<file path="config.mk">
export PLATFORM = sky130hd
export DESIGN_NAME = pattern_scheduler
export DESIGN_NICKNAME = d
export VERILOG_FILES = /design/src/rtl/pattern_scheduler.sv
export SDC_FILE = /design/constraint.sdc
export NUM_CORES = 1
export LEC_CHECK = 0
export BUFFER_PORTS_ARGS = -buffer_cell sky130_fd_sc_hd__buf_2
export CAP_MARGIN = 15
export CORE_UTILIZATION = 48
export DETAILED_ROUTE_END_ITERATION = 7
export PLACE_DENSITY = 0.79
export SLEW_MARGIN = 20
export SYNTH_ARGS = -nofsm -noshare
export SYNTH_HDL_FRONTEND = slang
export SYNTH_SLANG_ARGS = --single-unit
</file>
<file path="constraint.sdc">
create_clock -name clk_in -period 2.3 [get_ports clk_in]
set_input_delay 0.46 -clock clk_in [delete_from_list [all_inputs] [get_ports clk_in]]
set_output_delay 0.46 -clock clk_in [all_outputs]
set_load 0.02 [all_outputs]
</file>
<file path="src/rtl/pattern_scheduler.sv">
// Pattern scheduler: muxes one of NUM_PATTERNS generators onto the row driver and
// rotates them at frame boundaries. Define PATTERN_SCHED_LFSR_COLOUR_EN for LFSR colour.
module pattern_scheduler #(
  parameter int NUM_PATTERNS   = 4,
  parameter int DWELL_CYCLES   = 50_000_000,
  parameter int RESTART_CYCLES = 2,
  parameter int GL_RGB_ROW_W   = 24,
  localparam int SEL_W   = (NUM_PATTERNS > 2) ? $clog2(NUM_PATTERNS) : 1,
  localparam int TIMER_W = $clog2(DWELL_CYCLES + 1)
) (
  input  logic                                 clk_in,
  input  logic                                 reset_in,
  input  logic [NUM_PATTERNS*GL_RGB_ROW_W-1:0] pattern_row_in,
  input  logic [NUM_PATTERNS*4-1:0]            pattern_addr_in,
  output logic [NUM_PATTERNS-1:0]              pattern_n_reset_out,
  input  logic                                 next_req_in,
  input  logic                                 hold_in,
  output logic [2:0]                           colour_out,
  output logic [SEL_W-1:0]                     pattern_sel_out,
  output logic [GL_RGB_ROW_W-1:0]              row_out,
  output logic [3:0]                           row_address_out,
  output logic                                 switch_busy_out
);

  localparam int RC_W = (RESTART_CYCLES > 1) ? $clog2(RESTART_CYCLES) : 1;

  localparam logic [1:0] ST_RUN     = 2'd0;
  localparam logic [1:0] ST_PEND    = 2'd1;
  localparam logic [1:0] ST_RESTART = 2'd2;

  logic [1:0]              state;
  logic [RC_W-1:0]         rcnt;
  logic [TIMER_W-1:0]      timer;
  logic [SEL_W-1:0]        sel;
  logic [SEL_W-1:0]        sel_next;
  logic [2:0]              colour;
  logic [2:0]              colour_next;
  logic [GL_RGB_ROW_W-1:0] row_sel;
  logic [3:0]              addr_sel;
  logic                    sel_wraps;

  always_comb begin
    row_sel  = '0;
    addr_sel = '0;
    for (int unsigned i = 0; i < NUM_PATTERNS; i++) begin
      if (sel == SEL_W'(i)) begin
        row_sel  = pattern_row_in[i*GL_RGB_ROW_W +: GL_RGB_ROW_W];
        addr_sel = pattern_addr_in[i*4 +: 4];
      end
    end
  end

  always_comb begin
    pattern_n_reset_out = '0;
    if (state != ST_RESTART) begin
      for (int unsigned i = 0; i < NUM_PATTERNS; i++) begin
        pattern_n_reset_out[i] = (sel == SEL_W'(i));
      end
    end
  end

  assign sel_wraps = (sel == SEL_W'(NUM_PATTERNS - 1));
  assign sel_next  = sel_wraps ? '0 : sel + SEL_W'(1);

  always_comb begin
`ifdef PATTERN_SCHED_LFSR_COLOUR_EN
    colour_next = {colour[1:0], colour[2] ^ colour[1]};
`else
    // 3'b000 is skipped so generators always receive a visible colour
    colour_next = colour;
    if (sel_wraps) begin
      colour_next = (colour == 3'b111) ? 3'b001 : colour + 3'd1;
    end
`endif
  end

  always_ff @(posedge clk_in) begin
    if (reset_in) begin
      state           <= ST_RESTART;
      rcnt            <= '0;
      timer           <= '0;
      sel             <= '0;
      colour          <= 3'b001;
      row_out         <= '0;
      row_address_out <= '0;
    end else begin
      case (state)
        ST_RUN: begin
          row_out         <= row_sel;
          row_address_out <= addr_sel;
          if (!hold_in) begin
            timer <= timer + TIMER_W'(1);
          end
          if ((!hold_in && timer == TIMER_W'(DWELL_CYCLES - 1)) || next_req_in) begin
            state <= ST_PEND;
          end
        end
        ST_PEND: begin
          row_out         <= row_sel;
          row_address_out <= addr_sel;
          // Last row of the frame goes out on the same edge the switch is taken
          if (addr_sel == 4'hF) begin
            state  <= ST_RESTART;
            sel    <= sel_next;
            rcnt   <= '0;
            colour <= colour_next;
          end
        end
        ST_RESTART: begin
          row_out         <= '0;
          row_address_out <= row_address_out + 4'd1;
          if (rcnt == RC_W'(RESTART_CYCLES - 1)) begin
            state <= ST_RUN;
            timer <= '0;
          end else begin
            rcnt <= rcnt + RC_W'(1);
          end
        end
        default: state <= ST_RESTART;
      endcase
    end
  end

  assign switch_busy_out = (state != ST_RUN);
  assign pattern_sel_out = sel;
  assign colour_out      = colour;

endmodule
</file>
Yosys cells after proc, flatten, opt, wreduce, memory -nomap -nowiden. Cells that the tools add are included.

Add/subtract/negate cells: 5. Equal/unequal tests: 13. Mux-type cells: 23. Reduce and logical (&&, ||, !) cells: 15.

Operators by type and width (number): $mux W24 (4); $mux W26 (2); $pmux W26 S2 (1); $pmux W24 S2 (1); $add A26 B1 Y26 const B (1); $eq A26 B26 Y1 const B (1); $mux W4 (5); $ne A2 B2 Y1 const B (5); $reduce_and A3 Y1 (3); $mux W2 (4); $pmux W4 S2 (1); $reduce_bool A2 Y1 (4); $eq A2 B2 Y1 const B (3); $pmux W2 S3 (1); $add A4 B1 Y4 const B (1); $eq A2 B1 Y1 const B (2); $eq A4 B4 Y1 const B (1); $logic_not A2 Y1 (2); $reduce_and A2 Y1 (2); $add A3 B1 Y3 const B (1); $eq A3 B3 Y1 const B (1); $mux W3 (1); $add A2 B1 Y2 const B (1); $mux W1 (2); 6 further kinds (6).

Register bits: 62. Bits of input ports: 116. Output and inout bits: 38.

Depth between registers and ports, before layout. Gate-level depths: netlist of run 1.

Depth in word-level cells: 8. Mapped depth: 8. Depth with buffers taken out: 7.

Least setup slack after synthesis of run 1. Ideal clock, no wire load.

Kind: register to register. Start: register sel[1], in the netlist pattern_sel_out[1]. End: register sel[0], in the netlist pattern_sel_out[0]. Arrival: 2.114 ns. Data required time: 2.177 ns. Slack: 0.063 ns. Cell stages (with the launch flop): 9. Clock period less this slack: 2.237 ns. Cells stage by stage: dfxtp_1 inv_1 ha_1 nor2b_1 buf_2 a221o_1 o221ai_1 nor4_4 mux2_1.

Longest elaborated chain between the ends: 7. Elaborated cells on any way between the ends: 11.

RTL lines: from (decl) (RTL line 34) `logic [SEL_W-1:0] sel;`; from (signal assigned) (RTL line 104) `sel <= sel_next;`; $logic_not A2 Y1 (RTL line 46) `if (sel == SEL_W'(i)) begin`; $mux W4 (4 in a row) (RTL line 46); $eq A4 B4 Y1 (RTL line 102) `if (addr_sel == 4'hF) begin`; $reduce_and A2 Y1 (no line).

Several ways; a longest one is shown, not always the timed one. A chain may end at the register's enable or synchronous reset.

Worst setup path after layout of run 1. Ends and elaborated chain as after synthesis.

==> results.yml, run 1 <==
status:
  outcome: "completed"
floorplanning:
  start_util: 0.4996
  die_h_um: 89.35
  rows: 31
  core_um2: 7331
  die_w_um: 89.35
  boundaryPins: 154
  die-area_um2: 7983
setup_path:
  critPathTopFamily: "simple AND/OR/NAND/NOR gates"
  slowest_stage: "nor4_4"
  critical_path_buf_inv_count: 2
  path_class: "reg2reg"
  worstSetupStartpointType: "register"
  rrSetupSlack_ps: 120
  endpoint_kind: "register"
  cp.arrival_ps: 2400
  slowest_delay_ps: 410
  cp_max_fo: 7
  path_cells: "inv_1 -> ha_1 -> buf_4 -> and3b_1 -> or2_2 -> nand4_1 -> nor4_4 -> mux2_1"
  crit_required_ps: 2520
power_and_ir_drop:
  power_switching_w: 0.0009286
  p_clk_frac: 0.315
  switching_share: 0.3204
  peakVddDrop_mv: 0.3675
  seqPwrFrac: 0.433
  intPower_w: 0.001970
  pwr-share-comb: 0.251
  power_density_nw_per_um2: 616.9
  p_leak_nw: 2.023
synthesis:
  synth_top_area_share: 0.3389
  synthCells: 436
  yosysMostFrequentCell: "dfxtp_1"
  async_flop_share: 0
  syn_area_um2: 3662
  yosys-top-cells-area: "dfxtp_1, a221o_1, a221oi_1, a211oi_1, a21oi_1"
  synthAdderAreaFrac: 0.02733
  synth_cell_types: 51
  synth_top_family_by_area: "compound AO/OA/AOI/OAI gates"
  synth_compound_area_frac: 0.2593
  synth_top_area_cell: "dfxtp_1"
  synth_ff_type: "dfxtp_1"
  ys_seq_elements: 62
  yosysSeqAreaShare: 0.3389
  yosys-top-cells-count: "dfxtp_1, nand2_1, a21oi_1"
  ys_warn_count: 0
  muxShareOfSynthArea: 0.01982
  synth_nets: 560
  synth_edf_count: 0
  avgSynthCellArea_um2: 8.400
  synth-simple-area-share: 0.2269
  synth_xor_area_frac: 0.05501
job:
  maxCapViolations: 0
timing:
  setup_ws_ps: 116.7
  final_max_slew_viol_count: 0
  max_slew.worst_pin.slew_ps: 560.7
  setup_tns_ps: 0
  fin_skew_ps: 7.384
  fin_crit_ps: 2183
  grt_setup_unrepaired: "false"
  relSlewSlack: 0.6262
  max_freq_mhz: 458.0
  setup_viol: 0
  fin_crit_sh: 0.9493
  hold_viol: 0
global_routing:
  overflow: 0
  antenna_found_initial: 0
  grt_pass1_wl_mm: 15.73
  grt_max_degree: 52
  grt_pass1_vias: 3364
  grt_usage: 0.2556
clock_network:
  cts_tree: "yes"
  cts_root_buffer: "clkbuf_8"
  worstSkewPairLatency_ps: 340
  numCtsBuffers: 9
  hold_buffers: 0
  clock-sinks: 62
  cts.path.max_buffers: 2
  clk_pin_slew_ps: 70
  htree_levels: 3
place:
  dp_slack_ps: 33.21
  gp_congestion: 0.8354
  port-buffer-count: 153
  dp_hpwl_mm: 7.660
detailed_routing:
  wl_per_cell_um: 15.13
  vias: 3876
  wl_mm: 10.30
  wl_met3_um: 664
  first_iter_violations: 172
  drc: 0
  highest_layer: "met4"
  wl_met2_mm: 5.097
  drtPass1Iterations: 4
  vias_per_cell: 5.692
  antenna_left: 0
  m1WireLength_mm: 4.372
final_layout:
  fill_cells: 641
  fin_nets: 701
  n_antenna_cell: 0
  synthToLayoutAreaGrowth_pct: 28.29
  drive_gt1_frac: 0.3436
worst_hold_path:
  hold_class: "in2reg"
-- power by group through the flow --
stage	Combinational (W)	Sequential, W	Clock [W]
4_1_cts	0.000729	0.00125	0.000929
6_report	0.000728	0.00126	0.000914
3_5_place_dp	0.000728	0.00128	0
3_3_place_gp	0.000714	0.00127	0
2_1_floorplan	0.000384	0.00135	0
5_1_grt	0.000791	0.00127	0.000984
-- per-layer routing --
metal  track usage  vias to the layer above
li1              -                     1905
met1        0.3301                     1821
met2        0.4129                      137
met3       0.06925                       13
met4       0.08658                        0
met5             0                        -
-- metrics by stage --
stage / hold slack [ps] / utilization / std cells / cell area, um2 / power [W]
2_1_floorplan: 462.9 / - / 436 / 3662 / 0.001736
3_3_place_gp: 450.4 / 0.6129 / 663 / 4493 / 0.001987
3_5_place_dp: 458.6 / 0.6129 / 663 / 4493 / 0.002003
4_1_cts: 445.8 / 0.6378 / 679 / 4676 / 0.002913
5_1_grt: 486.0 / 0.6409 / 681 / 4698 / 0.003045
6_report: 455.5 / 0.6409 / 681 / 4698 / 0.002898
-- area by class of cell --
class	count	area, um2	area share
Multi-Input combinational cell	308	2168	0.4615
Sequential cell	62	1244	0.2647
Timing Repair Buffer	167	870.8	0.1854
Clock buffer	12	135.1	0.02876
Tap cell	99	123.9	0.02636
Inverter	29	108.9	0.02317
Clock inverter	4	47.55	0.01012
-- registers in the layout, summed over array words and instances, names as in the netlist --
name             cells
timer               26
row_out             24
row_address_out      4
colour_out           3
pattern_sel_out      2
state                2
rcnt                 1
-- final timing paths --
path | startpoint | to | cells past startpoint
min reg2reg | row_out[22] | row_out[22] | 2
max reg2reg | pattern_sel_out[1] | pattern_sel_out[0] | 8
min | next_req_in | state[0] | 3
max | pattern_sel_out[1] | pattern_sel_out[0] | 8
-- timing repair --
action                                  CTS  global route
endpoints found under the hold margin     0             0
resized for setup                         0             2
buffers inserted                          0             2
endpoints found under the setup margin    0             1
-- logic make-up after synthesis --
logic type               after synthesis
AO/OA/AOI/OAI                        123
XOR/XNOR                              23
adder cells (fa/ha/maj)                8
buffers and inverters                 66
flip-flops                            62
multiplexers                           7
AND/OR/NAND/NOR                      147
-- worst register-to-register path: stages (launching register included) --
cell	delay (ps)
dfxtp_2	360
inv_1	70
ha_1	210
buf_4	170
and3b_1	220
or2_2	110
nand4_1	150
nor4_4	410
mux2_1	370
-- placed cells by master (no fill, tap or decap), drive strengths merged, types with 2 or more instances in the layout --
master	instances
buf	167
dfxtp	62
nand2	36
a21oi	30
inv	29
nor2	28
a221o	27
a211oi	27
a221oi	24
xor2	14
clkbuf	12
nand4	11
nor3	11
nand2b	10
xnor2	9
ha	8
nand3	7
nor2b	7
nor4	7
and2	6
and4	5
and3	5
mux2i	5
or2	4
o21ai	3
o221ai	3
or4	2
or3	2
a311oi	2
nand4b	2
clkinv	2
mux2	2
No activity file was read; power rests on OpenSTA's default activity.
==> run 2: changes to the inputs <==
Settings changed: CORE_UTILIZATION 48 to 50, CTS_BUF_LIST set to sky130_fd_sc_hd__clkbuf_8, PLACE_DENSITY 0.79 to 0.82.
==> run 2 against run 1 <==
  * Cell count decreased by 0.59%
  * Combinational power about the same
  * Flip-flop and latch count unchanged
  * Critical path depth down 1
  * Core utilization is 3.3 points higher
  * Non-clock buffer count is 1 lower
  * Sequential power barely moved
  * Largest power group unchanged
  * Maximum frequency shrank 2.9%
  * Register-to-register slack got worse by 60 ps
  * Design area shrank 0.43%
  * Hold slack worse by 0.85 ps
==> results.yml, run 2 (synthesis results as in run 1) <==
job:
  maxCapViolations: 0
clock_network:
  clk_pin_slew_ps: 70
  htree_levels: 3
  cts_root_buffer: "clkbuf_8"
  cts.path.max_buffers: 2
  cts_setup_buffers: 0
  numCtsBuffers: 9
  clock-sinks: 62
  worstSkewPairLatency_ps: 340
  hold_buffers: 0
  cts_resized: 0
  cts_tree: "yes"
setup_path:
  slowest_delay_ps: 410
  slowest_stage: "nor4_4"
  crit_required_ps: 2540
  critPathTopFamily: "simple AND/OR/NAND/NOR gates"
  cp.arrival_ps: 2480
  critical_path_buf_inv_count: 1
  endpoint_kind: "register"
  path_cells: "inv_1 -> ha_1 -> nor2b_2 -> a221o_1 -> o221ai_1 -> nor4_4 -> mux2_1"
  path_class: "reg2reg"
  cp_max_fo: 8
  worstSetupStartpointType: "register"
timing:
  fin_skew_ps: 9.605
  hold_viol: 0
  relSlewSlack: 0.6312
  fin_crit_sh: 0.9773
  hold_ws_ps: 454.7
  grt_setup_unrepaired: "true"
  max_freq_mhz: 444.9
  final_max_slew_viol_count: 0
  fin_crit_ps: 2248
  setup_viol: 0
  max_slew.worst_pin.slew_ps: 553.2
status:
  outcome: "completed"
floorplanning:
  die-area_um2: 7671
  die_w_um: 87.59
  core_um2: 6944
  rows: 30
  boundaryPins: 154
  die_h_um: 87.59
  start_util: 0.5274
final_layout:
  largest_reg_flops: 26
  final_util: 0.6737
  layout_commonest_cell: "buf_2"
  fin_nets: 700
  drive_gt1_frac: 0.3408
  fin_cells: 677
  n_antenna_cell: 0
  finalInstanceArea_um2: 4678
  mostFrequentLayoutCells: "buf_2, dfxtp_1, nand2_1"
  max_flop_register: "timer"
  fill_cells: 579
  synthToLayoutAreaGrowth_pct: 27.74
  reg.largest.list: "timer x26, row_out x24, row_address_out x4"
detailed_routing:
  wl_per_cell_um: 15.66
  vias_per_cell: 5.804
  first_iter_violations: 174
  drtPass1Iterations: 5
  vias: 3929
  wl_mm: 10.60
  drc: 0
  antenna_left: 0
global_routing:
  grt_max_degree: 49
  overflow: 0
  grt_pass1_wl_mm: 16.82
  grt_pass1_vias: 3654
  antenna_found_initial: 0
  grt_usage: 0.2785
worst_hold_path:
  hold_class: "in2reg"
power_and_ir_drop:
  p_leak_nw: 2.030
  peakVddDrop_mv: 0.3351
  power_w: 0.002901
  power_density_nw_per_um2: 620.1
place:
  port-buffer-count: 153
  dpl-instance-area_um2: 4497
  dp_hpwl_mm: 7.903
  dpl.cell_count: 661
  gp_congestion: 0.8477
==> run 2: cell type report <==
cell class | instances | area, um2 | share of cell area
Multi-Input combinational cell | 308 | 2162 | 0.4622
Sequential cell | 62 | 1242 | 0.2656
Timing Repair Buffer | 166 | 863.3 | 0.1845
Clock buffer | 9 | 123.9 | 0.02648
Tap cell | 96 | 120.1 | 0.02568
Inverter | 29 | 108.9 | 0.02327
Clock inverter | 7 | 57.56 | 0.01230
==> run 2: path summary, 6_finish.rpt <==
path	end	cells after the start	start	slack, ps
setup / recovery	pattern_sel_out[0]	7	pattern_sel_out[1]	50
hold / removal	state[0]	3	next_req_in	450
setup reg to reg	pattern_sel_out[0]	7	pattern_sel_out[1]	50
hold reg to reg	row_out[21]	2	row_out[21]	470
==> run 2: where the power goes <==
part | switching, W | internal, W
sequential | 0.0000934 | 0.00117
combinational | 0.000425 | 0.000300
clock | 0.000425 | 0.000485
==> run 2: worst register-to-register path, delay by kind of cell (launching register included) <==
kind	cells	cell delay [ps]
and+or+nand+nor	2	650
AOI/OAI and AO/OA	2	420
DFF	1	350
muxes	1	350
adders and majority gates	1	290
buffers and inverters	1	80
==> run 2: routing by layer <==
metal	share of wire	GRT usage	up-vias
li1	-	-	1906
met1	0.42	0.3554	1838
met2	0.48	0.4446	156
met3	0.060	0.05844	29
met4	0.038	0.1446	0
met5	0	0	-
==> run 2: metrics by stage <==
| step | setup slack (ps) | setup TNS (ps) |
|---|---|---|
| 6_report | 52.24 | 0 |
| 5_1_grt | -74.94 | -176.7 |
| 4_1_cts | 65.71 | 0 |
| 3_5_place_dp | 78.65 | 0 |
| 3_3_place_gp | 229.2 | 0 |
| 2_1_floorplan | 62.96 | 0 |
